===== src/rtl/uart_frame_loader.sv =====
// uart_frame_loader: host frame intake (A5, LEN_H, LEN_L, payload, checksum)
// from a standard-mode RX FIFO into the image buffer, plus a single-writer
// TX scheduler that sends ACK/NAK and classifier result messages.
// Optional feature macro: UFL_TIMEOUT_EN (inter-byte timeout abort to HUNT with NAK).
//
// Handshakes: rd_uart is a one-cycle read strobe and the byte is taken from
// r_data in the following cycle; wr_uart is a write strobe only asserted when
// tx_full is low; res_valid is held by the classifier until res_ready pulses,
// which happens in the cycle the 0x5A header is written.
module uart_frame_loader #(
  parameter int ADDR_W         = 16,
  parameter int MAX_LEN        = 4096,
  parameter int TIMEOUT_CYCLES = 1000000
) (
  input  logic              clk,
  input  logic              reset_n,
  input  logic [7:0]        r_data,
  input  logic              rx_empty,
  output logic              rd_uart,
  output logic [7:0]        w_data,
  output logic              wr_uart,
  input  logic              tx_full,
  output logic              mem_we,
  output logic [ADDR_W-1:0] mem_addr,
  output logic [7:0]        mem_wdata,
  output logic              frame_done,
  output logic [15:0]       frame_len,
  input  logic              res_valid,
  input  logic [7:0]        res_data,
  output logic              res_ready,
  output logic              busy,
  output logic [2:0]        rx_state_dbg,
  output logic [1:0]        tx_state_dbg
);

  typedef enum logic [2:0] {HUNT, LEN_H, LEN_L, PAYLOAD, CSUM} rx_state_t;
  typedef enum logic [1:0] {T_IDLE, T_ACK, T_HDR, T_DATA} tx_state_t;

  localparam logic [7:0]  SYNC_BYTE = 8'hA5;
  localparam logic [7:0]  ACK_BYTE  = 8'h06;
  localparam logic [7:0]  NAK_BYTE  = 8'h15;
  localparam logic [7:0]  RES_HDR   = 8'h5A;
  localparam logic [16:0] MAX_LEN_L = 17'(MAX_LEN);

  // Elaboration-time parameter sanity guards.
  if (MAX_LEN < 1 || MAX_LEN > (1 << ADDR_W) || MAX_LEN > 65535) begin : g_bad_max_len
    $error("uart_frame_loader: MAX_LEN out of range");
  end
  if (TIMEOUT_CYCLES < 1 || TIMEOUT_CYCLES > 16777215) begin : g_bad_timeout
    $error("uart_frame_loader: TIMEOUT_CYCLES out of range");
  end

  rx_state_t   rx_state, rx_state_n;
  tx_state_t   tx_state, tx_state_n;
  logic        cap;          // r_data holds the byte fetched last cycle
  logic        rd_next;
  logic [7:0]  len_hi;
  logic [15:0] len;
  logic [15:0] idx;
  logic [7:0]  csum;
  logic        flag_pend;    // ACK/NAK waiting for the TX scheduler
  logic [7:0]  flag_byte;
  logic        flag_n;
  logic        flag_clr;
  logic        set_flag;
  logic [7:0]  set_byte;
  logic        good;
  logic        wr_pay;
  logic        tmo_hit;
  logic [7:0]  res_q;
  logic [15:0] new_len;

  assign new_len      = {len_hi, r_data};
  assign busy         = (rx_state != HUNT);
  assign rx_state_dbg = rx_state;
  assign tx_state_dbg = tx_state;

`ifdef UFL_TIMEOUT_EN
  localparam logic [23:0] TIMEOUT_L = 24'(TIMEOUT_CYCLES);
  logic [23:0] tmo_cnt;

  assign tmo_hit = (rx_state != HUNT) && (tmo_cnt == TIMEOUT_L);

  // Inter-byte idle counter: cleared by every captured byte and while hunting.
  always_ff @(posedge clk or negedge reset_n) begin
    if (!reset_n) begin
      tmo_cnt <= '0;
    end else if (cap || rx_state == HUNT) begin
      tmo_cnt <= '0;
    end else if (!tmo_hit) begin
      tmo_cnt <= tmo_cnt + 24'd1;
    end
  end
`else
  assign tmo_hit = 1'b0;
`endif

  // RX next state, frame events and the fetch decision for the next cycle.
  always_comb begin
    rx_state_n = rx_state;
    set_flag   = 1'b0;
    set_byte   = NAK_BYTE;
    good       = 1'b0;
    wr_pay     = 1'b0;
    if (cap) begin
      case (rx_state)
        HUNT:    if (r_data == SYNC_BYTE) rx_state_n = LEN_H;
        LEN_H:   rx_state_n = LEN_L;
        LEN_L: begin
          if (new_len == 16'd0 || {1'b0, new_len} > MAX_LEN_L) begin
            set_flag   = 1'b1;
            rx_state_n = HUNT;
          end else begin
            rx_state_n = PAYLOAD;
          end
        end
        PAYLOAD: begin
          wr_pay = 1'b1;
          if (idx == len - 16'd1) rx_state_n = CSUM;
        end
        CSUM: begin
          set_flag   = 1'b1;
          rx_state_n = HUNT;
          if (r_data == csum) begin
            good     = 1'b1;
            set_byte = ACK_BYTE;
          end
        end
        default: rx_state_n = HUNT;
      endcase
    end else if (tmo_hit) begin
      set_flag   = 1'b1;
      rx_state_n = HUNT;
    end
    flag_n  = set_flag | (flag_pend & ~flag_clr);
    rd_next = ((rx_state_n != HUNT) || !flag_n) && !rx_empty && !rd_uart;
  end

  // RX registers: state, fetch pipeline, length/index/checksum, write port.
  always_ff @(posedge clk or negedge reset_n) begin
    if (!reset_n) begin
      rx_state   <= HUNT;
      rd_uart    <= 1'b0;
      cap        <= 1'b0;
      len_hi     <= '0;
      len        <= '0;
      idx        <= '0;
      csum       <= '0;
      mem_we     <= 1'b0;
      mem_addr   <= '0;
      mem_wdata  <= '0;
      frame_done <= 1'b0;
      frame_len  <= '0;
      flag_pend  <= 1'b0;
      flag_byte  <= '0;
    end else begin
      rx_state   <= rx_state_n;
      rd_uart    <= rd_next;
      cap        <= rd_uart;
      mem_we     <= wr_pay;
      frame_done <= good;
      flag_pend  <= flag_n;
      if (set_flag) flag_byte <= set_byte;
      if (good) frame_len <= len;
      if (cap && rx_state == LEN_H) len_hi <= r_data;
      if (cap && rx_state == LEN_L) begin
        len  <= new_len;
        idx  <= '0;
        csum <= '0;
      end
      if (wr_pay) begin
        mem_addr  <= ADDR_W'(idx);
        mem_wdata <= r_data;
        idx       <= idx + 16'd1;
        csum      <= csum + r_data;
      end
    end
  end

  // TX scheduler: ACK/NAK beats results only from T_IDLE; result pair is atomic.
  always_comb begin
    tx_state_n = tx_state;
    wr_uart    = 1'b0;
    w_data     = 8'h00;
    res_ready  = 1'b0;
    flag_clr   = 1'b0;
    case (tx_state)
      T_IDLE: begin
        if (flag_pend)      tx_state_n = T_ACK;
        else if (res_valid) tx_state_n = T_HDR;
      end
      T_ACK: begin
        w_data = flag_byte;
        if (!tx_full) begin
          wr_uart    = 1'b1;
          flag_clr   = 1'b1;
          tx_state_n = T_IDLE;
        end
      end
      T_HDR: begin
        w_data = RES_HDR;
        if (!tx_full) begin
          wr_uart    = 1'b1;
          res_ready  = 1'b1;
          tx_state_n = T_DATA;
        end
      end
      T_DATA: begin
        w_data = res_q;
        if (!tx_full) begin
          wr_uart    = 1'b1;
          tx_state_n = T_IDLE;
        end
      end
      default: tx_state_n = T_IDLE;
    endcase
  end

  // TX state register and result-ID latch taken with the header write.
  always_ff @(posedge clk or negedge reset_n) begin
    if (!reset_n) begin
      tx_state <= T_IDLE;
      res_q    <= '0;
    end else begin
      tx_state <= tx_state_n;
      if (res_ready) res_q <= res_data;
    end
  end

endmodule

===== config.mk =====
export PLATFORM = sky130hd
export DESIGN_NAME = uart_frame_loader
export DESIGN_NICKNAME = d
export VERILOG_FILES = /design/src/rtl/uart_frame_loader.sv
export SDC_FILE = /design/constraint.sdc
export NUM_CORES = 1
export LEC_CHECK = 0
export ABC_AREA = 0
export BUFFER_PORTS_ARGS = -buffer_cell sky130_fd_sc_hd__clkbuf_2
export CAP_MARGIN = 20
export CORE_ASPECT_RATIO = 1.75
export CORE_UTILIZATION = 57
export CTS_CLUSTER_DIAMETER = 60
export DETAILED_ROUTE_END_ITERATION = 12
export GPL_ROUTABILITY_DRIVEN = 1
export PLACE_DENSITY = 0.8
export REMOVE_ABC_BUFFERS = 1
export SYNTH_ARGS = -nofsm -noshare
export SYNTH_HDL_FRONTEND = slang
export SYNTH_SLANG_ARGS = --single-unit

===== constraint.sdc =====
create_clock -name clk -period 3.62 [get_ports clk]
set_input_delay 0.543 -clock clk [delete_from_list [all_inputs] [get_ports clk]]
set_output_delay 0.543 -clock clk [all_outputs]
set_load 0.005 [all_outputs]

==> impl_metrics.py, run 1 <==
metrics = {
    "yosys": {
        "avgSynthCellArea_um2": 9.48,
        "synth_fa_ha_area_share_pct": 2.66,
        "synth-main-ff-cell": "dfrtp_1",
        "synth_compound_area_share_pct": 10.2,
        "synthArstFlopShare_pct": 100,
        "synth-seq-cells": 109,
        "syn_inst": 565,
        "synth_top_family_by_area": "simple AND/OR/NAND/NOR gates",
        "synthSimpleGateAreaFrac_pct": 21.7,
        "yosysSeqAreaShare_pct": 50.9,
        "synth-xor-area-share_pct": 4.42,
        "syn-cell-area_mm2": 0.00536,
        "synthMuxAreaShare_pct": 6.82,
        "ys_types": 53,
        "synth_warnings": 0,
        "synth-edff-count": 0,
    },
    "setup_path": {
        "crit_family": "simple AND/OR/NAND/NOR gates",
        "startpoint_type": "flop",
        "reg2reg_slack_ns": 0.47,
        "crit_buf_inv": 1,
        "slowest_delay_ns": 0.49,
        "worst-setup-path-type": "reg2reg",
        "slowest_stage": "nor4b_2",
        "arrival_ns": 3.39,
        "crit_required_ns": 3.86,
        "cp_num_cells": 10,
        "crit_chain": "inv_1, ha_1, nor4b_2, nor2b_1, xnor2_1, nand4_1, or4b_1, nand4b_4, a31o_1, o31a_1",
        "worstSetupEndpointType": "flop",
        "worstPathMaxFanout": 6,
        "reg2reg_depth": 10,
    },
    "drt": {
        "routedWlPerCell_um": 16.3,
        "final_antenna_net_count": 0,
        "drt_iter0_drc": 202,
        "vias": 4368,
        "drc_errors": 0,
        "dr.pass1.iters": 5,
        "vias_per_cell": 5.74,
        "wirelength_mm": 12.4,
    },
    "power_and_ir_drop": {
        "p_leak_uw": 0.00304,
        "power_density_mw_per_mm2": 710,
        "irDropWorstVdd_uv": 381,
    },
    "timing": {
        "final-max-slew-violation-count": 0,
        "slew_headroom_pct": 55.9,
        "fin_skew_ns": 0.0113,
        "hold_violations": 0,
        "min_period_ns": 3.15,
        "finalSetupViolCount": 0,
        "timing.fmax_mhz": 318,
        "whs_ns": 0.228,
        "tns_ns": 0,
        "tightest_slew_ns": 0.662,
        "fin_crit_sh_pct": 86.9,
        "rsz0062_at_grt": "no",
    },
    "grt": {
        "grt_remaining_overflow": 0,
        "groute.usage.overall_pct": 27.3,
        "grt_pass1_vias": 4255,
        "grt_pass1_wl_mm": 20.0,
        "grt_max_degree": 110,
        "antenna_found_initial": 0,
    },
    "clocking": {
        "ctsHoldBuffers": 0,
        "cts_setup_buffers": 0,
        "clock_path_buffers": 2,
        "clock-sinks": 109,
        "cts_resized": 0,
        "clk-insertion-delay-late_ns": 0.35,
        "cts_made_buffers": 9,
        "clk_pin_slew_worst_paths_ns": 0.07,
        "cts_root_buf": "clkbuf_16",
        "htree_levels": 3,
        "cts_tree": "yes",
    },
    "die": {
        "initial_core_util_pct": 58.9,
        "ios": 80,
        "coreArea_mm2": 0.00909,
        "rows": 46,
        "die_area_mm2": 0.00980,
        "die_w_um": 75.3,
        "fp.dieH_um": 130,
    },
    "placed_design": {
        "portBuffers": 79,
        "dp_hpwl_mm": 8.76,
        "place_congestion": 0.866,
        "placed_cells": 745,
        "place_area_mm2": 0.00586,
    },
    "final_layout": {
        "utilization_pct": 67.9,
        "drive_gt1_share_pct": 21.5,
        "num_antenna_cells": 0,
        "area_delta_synth_final_pct": 15.3,
        "design_area_mm2": 0.00617,
        "fin_cells": 761,
        "nNetsFinal": 667,
        "fillerInstances": 745,
    },
    "run": {
        "cap_violations": 0,
    },
    "hold_path": {
        "min_path_type": "in2async",
    },
    "run_status": {
        "status": "finished, final reports clean",
    },
}
[layout by cell type, fill, tap and decap left out, types with 3 or more instances in the layout]
master	n
clkbuf_16	9
xnor2_1	15
inv_1	17
nor2_1	21
nor3_1	12
o22ai_1	3
a211oi_1	3
a31oi_1	3
clkinvlp_4	3
dfrtp_1	109
o21bai_1	3
or4_1	6
a21o_1	3
ha_1	9
nor4_1	6
nand2_1	154
nor2b_1	6
and3_1	4
clkbuf_2	78
mux2_2	28
nor3b_1	3
mux2i_1	5
a21oi_1	18
nand3_1	17
o31ai_1	7
xor2_1	12
o21ai_0	38
a21boi_0	3
buf_4	8
nand4_1	6
[report_power, final]
| part | internal [uW] | switching, uW | total (uW) |
|---|---|---|---|
| combinational | 698 | 730 | 1430 |
| clock | 559 | 444 | 1000 |
| sequential | 1540 | 417 | 1950 |
| total | 2790 | 1590 | 4380 |
[area by class of cell]
cell class,instances,area (um2),area share [%]
sequential,109,2730,44.2
multi-input combinational,411,2450,39.7
timing repair buffer,87,470,7.62
clock buffer,10,239,3.87
tap,120,150,2.43
clock inverter,6,70.1,1.13
inverter,18,67.6,1.09
[stage by stage]
stage               total power, uW  setup slack (ns)
CTS                            4410             0.456
finish                         4380             0.473
global route                   4660             0.204
global placement               3310             0.552
floorplan                      2840             0.732
detailed placement             3390             0.458
[final timing paths]
path	from	endpoint
worst max-delay path	len[0]$_DFFE_PN0P_	rd_uart$_DFF_PN0_
worst min-delay path	reset_n	frame_done$_DFF_PN0_
worst max register to register	len[0]$_DFFE_PN0P_	rd_uart$_DFF_PN0_
worst min register to register	rd_uart$_DFF_PN0_	cap$_DFF_PN0_
max in group asynchronous	reset_n	len_hi[2]$_DFFE_PN0P_
min in group clk	res_data[6]	res_q[6]$_DFFE_PN0P_
[cell usage after synthesis, drive strengths merged (9+ instances only)]
cell type | number | area, um2
nor2 | 21 | 78.8
nand2 | 154 | 578
ha | 9 | 113
nor3 | 13 | 70.1
a21oi | 18 | 90.1
clkbuf | 22 | 82.6
xor2 | 12 | 105
nand3 | 17 | 85.1
mux2 | 28 | 315
inv | 18 | 67.6
dfrtp | 109 | 2730
xnor2 | 15 | 131
o21ai | 39 | 195
[worst register-to-register path: stages (launching register included)]
cell and delay, ns:
dfrtp_1 0.44, inv_1 0.11, ha_1 0.28, nor4b_2 0.49, nor2b_1 0.22, xnor2_1 0.13, nand4_1 0.10, or4b_1 0.47
nand4b_4 0.22, a31o_1 0.28, o31a_1 0.30
[cells by family after synthesis]
kind of cell,Yosys count
adder cells (fa/ha/maj),11
buffers and inverters,45
XOR/XNOR,27
flip-flops,109
multiplexers,33
AO/OA/AOI/OAI,91
AND/OR/NAND/NOR,249
[flip-flops by register name (all words and copies together) (netlist names), 2 cells and up]
name          count
idx              16
mem_wdata         8
mem_addr         16
frame_len        16
len              16
rx_state_dbg      3
csum              8
tx_state_dbg      2
len_hi            8
res_q             8
flag_byte         3
[routing by layer]
metal  global-route usage, %  part of all wire [%]  up-vias
li1                        -                     -     2076
met5                       0                     0        -
met3                    4.63                   4.5       42
met1                    31.8                    39     2093
met4                    14.3                   4.1        0
met2                    47.2                    52      157
Note: power is estimated with default switching activity, not from simulation.
==> inputs of run 2 (changes only) <==
--- a/config.mk
+++ b/config.mk
@@ -10,7 +10,7 @@
 export CAP_MARGIN = 20
 export CORE_ASPECT_RATIO = 1.75
 export CORE_UTILIZATION = 57
-export CTS_CLUSTER_DIAMETER = 60
+export CTS_CLUSTER_DIAMETER = 150
 export DETAILED_ROUTE_END_ITERATION = 12
 export GPL_ROUTABILITY_DRIVEN = 1
 export PLACE_DENSITY = 0.8
==> constraint.sdc (replaced) <==
create_clock -name clk -period 3.62 [get_ports clk]
set_input_delay 0.724 -clock clk [delete_from_list [all_inputs] [get_ports clk]]
set_output_delay 0.724 -clock clk [all_outputs]
set_load 0.01 [all_outputs]
==> impl_metrics.py, run 2 (synthesis results as in run 1) <==
metrics = {
    "run_status": {
        "status": "finished, final reports clean",
    },
    "die": {
        "ios": 80,
        "initial_core_util_pct": 58.9,
        "rows": 46,
        "fp.dieH_um": 130,
        "die_w_um": 75.3,
        "die_area_mm2": 0.00980,
        "coreArea_mm2": 0.00909,
    },
    "final_layout": {
        "area_delta_synth_final_pct": 15.2,
        "num_antenna_cells": 0,
        "drive_gt1_share_pct": 21.6,
        "nNetsFinal": 669,
        "final_common_cell": "nand2_1",
        "final_cell_mix": "154 x nand2_1, 109 x dfrtp_1, 78 x clkbuf_2",
        "fillerInstances": 766,
    },
    "timing": {
        "slew_headroom_pct": 51.4,
        "timing.fmax_mhz": 314,
        "finalSetupViolCount": 0,
        "rsz0062_at_grt": "no",
        "hold_violations": 0,
        "fin_skew_ns": 0.0118,
        "tns_ns": 0,
        "fin_crit_sh_pct": 87.9,
        "tightest_slew_ns": 0.728,
        "min_period_ns": 3.18,
        "final-max-slew-violation-count": 0,
        "setup_slack_ns": 0.437,
    },
    "setup_path": {
        "crit_buf_inv": 1,
        "crit_required_ns": 3.85,
        "worstPathMaxFanout": 6,
        "crit_family": "simple AND/OR/NAND/NOR gates",
        "slowest_stage": "or4b_1",
        "worst-setup-path-type": "reg2reg",
        "startpoint_type": "flop",
        "worstSetupEndpointType": "flop",
        "slowest_delay_ns": 0.49,
        "crit_chain": "inv_1, ha_1, nor4b_2, nor2b_1, xnor2_1, nand4_1, or4b_1, nand4b_4, a31o_1, o31a_1",
        "arrival_ns": 3.42,
    },
    "drt": {
        "drt_iter0_drc": 349,
        "final_antenna_net_count": 0,
        "vias_per_cell": 5.74,
        "wirelength_mm": 12.8,
        "dr.pass1.iters": 4,
        "drc_errors": 0,
        "routedWlPerCell_um": 16.7,
        "vias": 4382,
    },
    "clocking": {
        "clk-insertion-delay-late_ns": 0.35,
        "clk_pin_slew_worst_paths_ns": 0.07,
        "cts_setup_buffers": 0,
        "cts_tree": "yes",
        "clock-sinks": 109,
        "cts_resized": 0,
        "cts_made_buffers": 9,
        "cts_root_buf": "clkbuf_16",
        "clock_path_buffers": 2,
        "htree_levels": 3,
        "ctsHoldBuffers": 0,
    },
    "placed_design": {
        "place_ws_ns": 0.500,
        "place_congestion": 0.887,
        "portBuffers": 79,
        "dp_hpwl_mm": 8.99,
    },
    "run": {
        "cap_violations": 0,
    },
    "power_and_ir_drop": {
        "seq_power_share_pct": 43.8,
        "internal_power_uw": 2800,
        "swShare_pct": 37.1,
        "switching_power_uw": 1650,
        "clock_power_share_pct": 22.2,
        "irDropWorstVdd_uv": 471,
        "power_density_mw_per_mm2": 721,
        "pwr-share-comb_pct": 34.0,
        "p_leak_uw": 0.00306,
    },
    "grt": {
        "groute.usage.overall_pct": 27.9,
        "grt_max_degree": 60,
        "grt_pass1_vias": 4201,
        "grt_pass1_wl_mm": 20.3,
        "grt_remaining_overflow": 0,
        "antenna_found_initial": 0,
    },
    "hold_path": {
        "min_path_type": "in2async",
    },
}
run 2: stage by stage:
step                utilization, %  instances  hold slack (ns)  cell area [um2]  power, uW
finish                        67.8        763            0.417             6170       4440
global route                  67.8        763            0.446             6170       4710
CTS                           67.8        763            0.423             6170       4450
detailed placement            64.5        747            0.398             5870       3440
global placement              64.5        747            0.420             5870       3370
floorplan                        -        538            0.428             5240       2900
run 2: worst reg2reg max path, stage by stage, from the launching register on:
cell and delay (ns):
dfrtp_1 0.44, inv_1 0.12, ha_1 0.27, nor4b_2 0.44, nor2b_1 0.21, xnor2_1 0.13
nand4_1 0.11, or4b_1 0.49, nand4b_4 0.24, a31o_1 0.28, o31a_1 0.33
run 2: worst paths after layout:
check	startpoint	endpoint	slack [ns]	depth (start not counted)
min in group clk	rd_uart$_DFF_PN0_	cap$_DFF_PN0_	0.42	0
worst min-delay path	reset_n	frame_done$_DFF_PN0_	0.42	1
worst min register to register	rd_uart$_DFF_PN0_	cap$_DFF_PN0_	0.42	0
max in group asynchronous	reset_n	idx[10]$_DFFE_PN0P_	2.35	2
worst max-delay path	len[0]$_DFFE_PN0P_	rd_uart$_DFF_PN0_	0.44	10
worst max register to register	len[0]$_DFFE_PN0P_	rd_uart$_DFF_PN0_	0.44	10
run 2: routing by layer:
layer | vias up | GRT usage (%) | routed length [um]
li1 | 2074 | - | -
met1 | 2123 | 34.9 | 5230
met2 | 150 | 46.8 | 6520
met3 | 35 | 3.17 | 530
met4 | 0 | 14.9 | 484
met5 | - | 0 | 0
run 2: area by class of cell:
class | count | area [um2] | share of cell area [%]
clock buffers | 11 | 243 | 3.94
flip-flops and latches | 109 | 2730 | 44.2
repair buffers | 89 | 473 | 7.67
clock inverters | 5 | 57.6 | 0.933
multi-input cells | 411 | 2450 | 39.7
inverters | 18 | 67.6 | 1.10
well taps | 120 | 150 | 2.43
run 2: power groups by stage:
stage	clock network, uW	logic [uW]	registers (uW)
6_report	988	1510	1950
2_1_floorplan	0	1020	1870
5_1_grt	1040	1670	1990
4_1_cts	1000	1510	1940
3_3_place_gp	0	1430	1940
3_5_place_dp	0	1490	1960
==> inputs of run 3 (changes only) <==
--- a/config.mk
+++ b/config.mk
@@ -8,7 +8,7 @@
 export ABC_AREA = 0
 export BUFFER_PORTS_ARGS = -buffer_cell sky130_fd_sc_hd__clkbuf_2
 export CAP_MARGIN = 20
-export CORE_ASPECT_RATIO = 1.75
+export CORE_ASPECT_RATIO = 0.9
 export CORE_UTILIZATION = 57
 export CTS_CLUSTER_DIAMETER = 150
 export DETAILED_ROUTE_END_ITERATION = 12
==> impl_metrics.py, run 3 (synthesis results as in run 1) <==
metrics = {
    "timing": {
        "final-max-slew-violation-count": 0,
        "timing.fmax_mhz": 319,
        "tightest_slew_ns": 0.775,
        "tns_ns": 0,
        "fin_skew_ns": 0.0181,
        "rsz0062_at_grt": "no",
        "fin_crit_sh_pct": 86.6,
        "slew_headroom_pct": 48.3,
        "min_period_ns": 3.14,
        "hold_violations": 0,
        "finalSetupViolCount": 0,
        "whs_ns": 0.414,
    },
    "placed_design": {
        "dp_hpwl_mm": 8.85,
        "place_congestion": 0.876,
        "placed_cells": 749,
        "portBuffers": 79,
    },
    "clocking": {
        "clock-sinks": 109,
        "cts_resized": 0,
        "htree_levels": 3,
        "clock_path_buffers": 2,
        "cts_made_buffers": 9,
        "cts_tree": "yes",
        "cts_setup_buffers": 0,
        "clk-insertion-delay-late_ns": 0.37,
        "cts_root_buf": "clkbuf_8",
        "ctsHoldBuffers": 0,
        "clk_pin_slew_worst_paths_ns": 0.10,
    },
    "drt": {
        "vias_per_cell": 5.72,
        "vias": 4376,
        "drt_iter0_drc": 254,
        "routedWlPerCell_um": 16.4,
        "final_antenna_net_count": 0,
        "dr.pass1.iters": 5,
        "drc_errors": 0,
        "wirelength_mm": 12.5,
    },
    "grt": {
        "groute.usage.overall_pct": 27.1,
        "grt_pass1_wl_mm": 20.8,
        "grt_remaining_overflow": 0,
        "grt_max_degree": 62,
        "antenna_found_initial": 0,
        "grt_pass1_vias": 4283,
    },
    "run": {
        "cap_violations": 0,
    },
    "die": {
        "die_area_mm2": 0.00979,
        "coreArea_mm2": 0.00913,
        "fp.dieH_um": 94.0,
        "ios": 80,
        "initial_core_util_pct": 58.7,
        "rows": 33,
        "die_w_um": 104,
    },
    "power_and_ir_drop": {
        "power_density_mw_per_mm2": 701,
        "total_power_uw": 4280,
        "swShare_pct": 38.1,
        "switching_power_uw": 1630,
        "seq_power_share_pct": 45.9,
        "p_leak_uw": 0.00302,
        "pwr-share-comb_pct": 35.0,
        "irDropWorstVdd_uv": 449,
        "clock_power_share_pct": 19.1,
        "internal_power_uw": 2650,
    },
    "hold_path": {
        "min_path_type": "reg2reg",
    },
    "setup_path": {
        "worst-setup-path-type": "reg2reg",
        "startpoint_type": "flop",
        "worstPathMaxFanout": 6,
        "slowest_stage": "or4b_1",
        "worstSetupEndpointType": "flop",
        "arrival_ns": 3.38,
        "slowest_delay_ns": 0.48,
        "crit_buf_inv": 1,
        "crit_chain": "inv_1, ha_1, nor4b_2, nor2b_1, xnor2_1, nand4_1, or4b_1, nand4b_4, a31o_1, o31a_1",
        "crit_required_ns": 3.86,
        "crit_family": "simple AND/OR/NAND/NOR gates",
    },
    "run_status": {
        "status": "finished, final reports clean",
    },
    "final_layout": {
        "utilization_pct": 66.9,
        "fillerInstances": 751,
        "num_antenna_cells": 0,
        "drive_gt1_share_pct": 21.6,
        "area_delta_synth_final_pct": 14.0,
        "fin_cells": 765,
        "nNetsFinal": 669,
        "final_common_cell": "nand2_1",
        "final_cell_mix": "154 x nand2_1, 109 x dfrtp_1, 78 x clkbuf_2",
    },
}
-- run 3: worst paths after layout --
check / depth (start not counted) / startpoint / to / slack [ns]
max: 10 / len[0]$_DFFE_PN0P_ / rd_uart$_DFF_PN0_ / 0.48
min in group asynchronous: 1 / reset_n / mem_addr[4]$_DFFE_PN0P_ / 0.43
max in group asynchronous: 2 / reset_n / len_hi[5]$_DFFE_PN0P_ / 2.48
min: 0 / rd_uart$_DFF_PN0_ / cap$_DFF_PN0_ / 0.41
min reg2reg: 0 / rd_uart$_DFF_PN0_ / cap$_DFF_PN0_ / 0.41
max reg2reg: 10 / len[0]$_DFFE_PN0P_ / rd_uart$_DFF_PN0_ / 0.48
-- run 3: worst reg2reg max path: stages, from the launching register on --
cell and delay (ns):
dfrtp_1 0.44, inv_1 0.13, ha_1 0.28, nor4b_2 0.46
nor2b_1 0.22, xnor2_1 0.13, nand4_1 0.10, or4b_1 0.48
nand4b_4 0.21, a31o_1 0.26, o31a_1 0.30
-- run 3: metrics by stage --
stage / setup slack (ns) / instance area (um2)
finish: 0.484 / 6110
global route: 0.305 / 6110
CTS: 0.535 / 6110
detailed placement: 0.540 / 5880
global placement: 0.681 / 5880
floorplan: 0.703 / 5240
-- run 3: power by group through the flow --
| stage | Clock [uW] | Sequential [uW] | Combinational [uW] |
|---|---|---|---|
| after floorplan | 0 | 1870 | 1020 |
| after global routing | 873 | 2010 | 1660 |
| after global placement | 0 | 1950 | 1420 |
| after CTS | 832 | 1960 | 1500 |
| after detailed placement | 0 | 1970 | 1490 |
| final | 818 | 1960 | 1500 |
-- run 3: area by class of cell --
type                       instances  area [um2]  share of cell area (%)
sequential                       109        2730                    44.7
inverter                          18        67.6                    1.11
multi-input combinational        411        2450                    40.1
clock buffer                      11         141                    2.32
timing repair buffer              89         485                    7.95
tap                              122         153                    2.50
clock inverter                     5        82.6                    1.35
-- run 3: per-layer routing --
layer | GRT usage, % | wire (um)
met4 | 10.0 | 306
met3 | 4.72 | 571
met1 | 35.4 | 5610
met5 | 0 | 0
met2 | 45.7 | 6050
